===== src/rtl/input_conditioner_pkg.sv =====
// Shared defaults for the input conditioner: channel count, debounce length,
// and the counter-width helper used by every channel.
package input_conditioner_pkg;

  localparam int DEFAULT_N         = 3;
  localparam int DEFAULT_DB_CYCLES = 4;

  // Counter must hold 0..db_cycles-1; sized one value larger to keep it safe at db_cycles=1.
  function automatic int cnt_width(input int db_cycles);
    return $clog2(db_cycles + 1);
  endfunction

endpackage


===== src/rtl/debounce_ch.sv =====
// One conditioner channel: two-flop synchronizer, persistence counter,
// stable state and registered edge pulses.
module debounce_ch
  import input_conditioner_pkg::*;
#(
  parameter int DB_CYCLES = DEFAULT_DB_CYCLES
) (
  input  logic clk,
  input  logic rst_n,
  input  logic raw,
  output logic o,
  output logic rise,
  output logic fall
);

  localparam int              CW       = cnt_width(DB_CYCLES);
  localparam logic [CW-1:0]   CNT_LAST = CW'(DB_CYCLES - 1);

  logic          s1_q, s1_d;
  logic          s2_q, s2_d;
  logic          o_q, o_d;
  logic          rise_q, rise_d;
  logic          fall_q, fall_d;
  logic [CW-1:0] cnt_q, cnt_d;

  // NOTE: every output of always_comb gets a default first so no path leaves a latch.
  always_comb begin
    s1_d   = raw;
    s2_d   = s1_q;
    o_d    = o_q;
    cnt_d  = cnt_q;
    rise_d = 1'b0;
    fall_d = 1'b0;
    if (s2_q == o_q) begin
      cnt_d = '0;
    end else if (cnt_q == CNT_LAST) begin
      // Change has persisted long enough: accept it and pulse in the same edge.
      o_d    = s2_q;
      cnt_d  = '0;
      rise_d = s2_q;
      fall_d = ~s2_q;
    end else begin
      cnt_d = cnt_q + CW'(1);
    end
  end

  // NOTE: sequential state uses non-blocking assignments so all flops sample pre-edge values.
  always_ff @(posedge clk or negedge rst_n) begin
    if (!rst_n) begin
      s1_q   <= 1'b0;
      s2_q   <= 1'b0;
      o_q    <= 1'b0;
      rise_q <= 1'b0;
      fall_q <= 1'b0;
      cnt_q  <= '0;
    end else begin
      s1_q   <= s1_d;
      s2_q   <= s2_d;
      o_q    <= o_d;
      rise_q <= rise_d;
      fall_q <= fall_d;
      cnt_q  <= cnt_d;
    end
  end

  assign o    = o_q;
  assign rise = rise_q;
  assign fall = fall_q;

endmodule


===== src/rtl/input_conditioner.sv =====
// N independent debounced, synchronized inputs with registered rise/fall pulses;
// o feeds the downstream data-flow stage directly.
module input_conditioner
  import input_conditioner_pkg::*;
#(
  parameter int N         = DEFAULT_N,
  parameter int DB_CYCLES = DEFAULT_DB_CYCLES
) (
  input  logic         clk,
  input  logic         rst_n,
  input  logic [N-1:0] raw,
  output logic [N-1:0] o,
  output logic [N-1:0] rise,
  output logic [N-1:0] fall
);

  for (genvar k = 0; k < N; k++) begin : g_ch
    debounce_ch #(
      .DB_CYCLES(DB_CYCLES)
    ) u_ch (
      .clk  (clk),
      .rst_n(rst_n),
      .raw  (raw[k]),
      .o    (o[k]),
      .rise (rise[k]),
      .fall (fall[k])
    );
  end

endmodule


===== config.mk =====
export PLATFORM = sky130hd
export DESIGN_NAME = input_conditioner
export DESIGN_NICKNAME = d
export VERILOG_FILES = /design/src/rtl/input_conditioner_pkg.sv /design/src/rtl/debounce_ch.sv /design/src/rtl/input_conditioner.sv
export SDC_FILE = /design/constraint.sdc
export NUM_CORES = 1
export LEC_CHECK = 0
export ABC_AREA = 1
export BUFFER_PORTS_ARGS = -buffer_cell sky130_fd_sc_hd__buf_2
export CAP_MARGIN = 20
export CORE_AREA = 2 2 47 49
export DETAILED_ROUTE_END_ITERATION = 12
export DIE_AREA = 0 0 49 51
export HOLD_SLACK_MARGIN = 0.03
export PLACE_DENSITY = 0.69
export SKIP_LAST_GASP = 1
export SYNTH_ARGS = -nofsm -noshare
export SYNTH_HDL_FRONTEND = slang
export SYNTH_SLANG_ARGS = --single-unit
export TNS_END_PERCENT = 10

===== constraint.sdc =====
create_clock -name clk -period 1.25 [get_ports clk]
set_input_delay 0.125 -clock clk [delete_from_list [all_inputs] [get_ports clk]]
set_output_delay 0.125 -clock clk [all_outputs]
set_load 0.01 [all_outputs]

== Word level (Yosys, flattened, before mapping) ==
Cells that the tools add are included.
Storage, ports and cells
  register bits after elaboration: 24
  bits in latches: 0
  bits in writable memories: 0
  bits in read-only memories: 0
  input port bits: 5
  output and inout bits: 9
  memories: 0
Operators by class
  $add $sub $neg: 3
  $mul: 0
  divide/modulo/power cells: 0
  magnitude comparators: 0
  equality and inequality tests: 6
  shift-type cells: 0
  mux-type cells: 18
  bitwise logic cells: 6
  reductions and logical operators: 3
Operator list (number)
  $mux W3: 6
  $mux W1: 12
  $add A3 B1 Y3 const B: 3
  $eq A3 B2 Y1 const B: 3
  $not A1 Y1: 6
  $reduce_and A2 Y1: 3
  $eq A1 B1 Y1: 3

== Depth between registers and ports, before layout ==
  depth after elaboration: 3
  mapped depth: 4

== By module ==
A second synthesis with hierarchy kept.
Second synthesis, totals
  cells, all modules: 87
  area, all modules: 878.3 µm²
Modules (own cells, without submodules)
  debounce_ch: times used 3, cells an instance 29, area an instance 292.8 µm²

== Least setup slack after synthesis ==
Ideal clock, no wire load.
  path kind: reg-to-reg
  from: reg g_ch[2].u_ch.cnt_q[0]
  to: reg g_ch[2].u_ch.cnt_q[0]
  setup time: 0.071 ns
  arrival time: 0.815 ns
  data required time: 1.179 ns
  setup slack: 0.364 ns
  cell stages (with the launch flop): 5
  buffers on the path: 0
  period minus slack after synthesis: 0.886 ns
  cells stage by stage: dfrtp_1 -> ha_1 -> nand2_1 -> nand2_1 -> nor2_1
Between the ends
  cells in the longest elaborated chain, start to end: 3
  elaborated cells on any way between the ends: 4
Ends and longest elaborated chain
  from (decl): RTL line debounce_ch.sv:24  | logic [CW-1:0] cnt_q, cnt_d;
  from (signal assigned): RTL line debounce_ch.sv:62  | cnt_q <= cnt_d;
  $add A3 B1 Y3 / $eq A3 B2 Y1 (equally long branches): RTL line debounce_ch.sv:43, debounce_ch.sv:36
  $mux W3 (*): RTL line debounce_ch.sv:36  | end else if (cnt_q == CNT_LAST) begin
  $mux W3 (*): RTL line debounce_ch.sv:34  | if (s2_q == o_q) begin
  net g_ch[2].u_ch.cnt_d[0]: RTL line debounce_ch.sv:24
The timed path passes the listed nets; every way through them passes the cells marked *.
A chain may end at the register's enable or synchronous reset.

== Worst setup path after layout ==
  from: reg g_ch[2].u_ch.o_q
  to: out o[2]
RTL lines
  from (decl): RTL line debounce_ch.sv:21  | logic o_q, o_d;
  from (signal assigned): RTL line debounce_ch.sv:52  | o_q <= 1'b0;
  from (signal assigned): RTL line debounce_ch.sv:59  | o_q <= o_d;
  to (decl): RTL line input_conditioner.sv:12  | output logic [N-1:0] o,
No word-level cell between the ends.

==> out/results.ini <==
[sta]
layout_setup_ws_ps = 251
hold_viol = 0
fin_crit_ps = 999
worstMarginPinSlew_ps = 499
fmax_mhz = 1000
tns_ps = 0
rsz0062_at_grt = no
slew_headroom = 0.668
setup_viol = 0
worst_clock_skew_ps = 5.17
slew_viol_final = 0
period_share = 0.800

[global_route]
track_usage = 0.122
grt.overflow.total = 0
grt_pass1_vias = 596
grt_pass1_wl_mm = 2.28
grt_max_degree = 25
antenna_found_initial = 0

[pwr]
power_density_nw_per_um2 = 1730
power.net_switching_mw = 0.568
internal_power_mw = 1.23
switching_share = 0.316
comb_power_share = 0.272
leakage_nw = 0.574
seqPwrFrac = 0.559
pwr-share-clk = 0.169
p_total_mw = 1.80
irDropWorstVdd_v = 0.000808

[detailed_routing]
drt_wl_total_mm = 1.15
drt_iter0_drc = 12
ant_nets = 0
route.detailed.drc = 0
routed_via_density = 4.41
wl_per_cell_microns = 8.48
vias = 596
drt_first_pass_iters = 4

[placement]
gp_congestion = 0.687
pre_cts_slack_ps = 279
hpwl_microns = 852
portBuffers = 13
dpl.cell_count = 128
place_area_sq_um = 978

[floorplan]
die-area_sq_um = 2500
die_width_microns = 49
initial_core_util = 0.458
core_sq_um = 2060
rows = 17
die_h_microns = 51
io_pins = 14

[synth]
synth_top_area_frac = 0.635
synth-compound-area-share = 0
seq_area_frac_synth = 0.635
synth_fa_ha_area_frac = 0.0397
ys.flop_type = dfrtp_1
syn_inst = 96
yosys.area_share.simple = 0.190
ys_seq_elements = 24
synth_common_cells = 24 x dfrtp_1, 23 x nand2_1, 16 x inv_1
async_reset_ff_frac = 1.00
synth_xor_area_frac = 0
muxShareOfSynthArea = 0
synth_top_family_by_area = simple AND/OR/NAND/NOR gates
yosys.area.top_type = dfrtp_1
avgSynthCellArea_sq_um = 9.85
synth_most_common_cell = dfrtp_1
synth_area_sq_um = 946
yosys-top-cells-area = dfrtp_1 63%, nand2_1 9.1%, buf_4 7.1%
yosysUniqueCellTypes = 9
synth-edff-count = 0
ys_warn_count = 0
syn_nets = 104

[clock_tree]
cts_root_buf = clkbuf_4
tritoncts = yes
cts_inserted_buffers = 3
cts_setup_buffers = 0
clock_latency_ps = 290
clock-sinks = 24
htree_levels = 1
clock_path_buffers = 2
clkTransAtPathRegs_ps = 110

[setup_path]
max_stage_delay_ps = 430
crit_family = flip-flops
cp-end-kind = output port
slowest_stage = dfrtp_1
critPathBufInv = 1
worstPathArrival_ps = 870
crit_type = flop to output port
crit_required_ps = 1120
cp_cell_sequence = buf_2
worst_setup_path_start_kind = flop
path_max_fanout = 4

[layout]
antennaDiodeCount = 0
nFillCells = 202
area_growth_pct = 10.1
design_area_sq_um = 1040
drive_gt1_frac = 0.178
instances_no_fill = 135
nets = 117

[hold_path]
hp-class = input pin to asynchronous set/reset pin

[outcome]
outcome = complete, no violations

[job]
maxCapViolations = 0

[repair_timing]
item / in CTS / in global routing
hold buffers: 4 / 0
resized for setup: 0 / 0
endpoints found under the hold margin: 27 / 0
[cell usage in the layout, fill, tap and decap left out]
cell / n
nand2_2: 3
nor2_1: 12
dlygate4sd3_1: 4
nor3_1: 3
buf_2: 13
dfrtp_1: 24
inv_1: 16
ha_1: 3
nand2_1: 23
clkbuf_4: 3
nand3_1: 3
[state kept, by name (all words and copies together) (netlist names)]
name and cells:
g_ch.u_ch.cnt_q 9, g_ch.u_ch.fall 3, g_ch.u_ch.o 3, g_ch.u_ch.rise 3, g_ch.u_ch.s1_q 3, g_ch.u_ch.s2_q 3
[logic make-up (layout without fill, tap and decap cells)]
kind of cell               after synthesis  count (layout)
DFF                                     24              24
buffers and inverters                   25              36
adders and majority gates                3               3
and+or+nand+nor                         44              44
[routing by layer]
metal | track usage | up-vias | wire, microns
met5 | 0 | - | 0
met1 | 0.129 | 285 | 547
met2 | 0.217 | 11 | 542
li1 | - | 298 | -
met4 | 0.0714 | 0 | 17
met3 | 0.0351 | 2 | 37
[final cells by class]
| type | instances | area, sq um | share of cell area |
|---|---|---|---|
| inverter | 16 | 60.1 | 0.0577 |
| clock buffer | 3 | 22.5 | 0.0216 |
| tap | 28 | 35.0 | 0.0337 |
| multi-input combinational | 47 | 218 | 0.209 |
| timing repair buffer | 17 | 105 | 0.101 |
| sequential | 24 | 601 | 0.577 |
[power by group through the flow]
stage	clock network, mW	registers, mW	logic, mW
3_5_place_dp	0	1.02	0.488
5_1_grt	0.356	1.02	0.598
3_3_place_gp	0	1.01	0.461
6_report	0.304	1.00	0.488
2_1_floorplan	0	1.00	0.426
4_1_cts	0.322	1.01	0.499
[metrics by stage]
| stage | utilization | hold WS [ps] |
|---|---|---|
| final | 0.505 | 321 |
| after global routing | 0.505 | 368 |
| after CTS | 0.505 | 337 |
| after detailed placement | 0.474 | 129 |
| after global placement | 0.474 | 128 |
| after floorplan | - | -171 |
[final timing paths]
path,startpoint,endpoint,slack [ps],depth (start not counted)
worst max-delay path,g_ch[2].u_ch.o$_DFFE_PN0P_,o[2],250,1
worst min-delay path,rst_n,g_ch[2].u_ch.rise$_DFF_PN0_,320,2
worst max register to register,g_ch[0].u_ch.cnt_q[0]$_DFF_PN0_,g_ch[0].u_ch.cnt_q[0]$_DFF_PN0_,260,4
worst min register to register,g_ch[0].u_ch.s1_q$_DFF_PN0_,g_ch[0].u_ch.s2_q$_DFF_PN0_,360,0
max in group asynchronous,rst_n,g_ch[2].u_ch.s2_q$_DFF_PN0_,590,2
min in group clk,g_ch[0].u_ch.s1_q$_DFF_PN0_,g_ch[0].u_ch.s2_q$_DFF_PN0_,360,0
(Power assumes the default switching activity.)
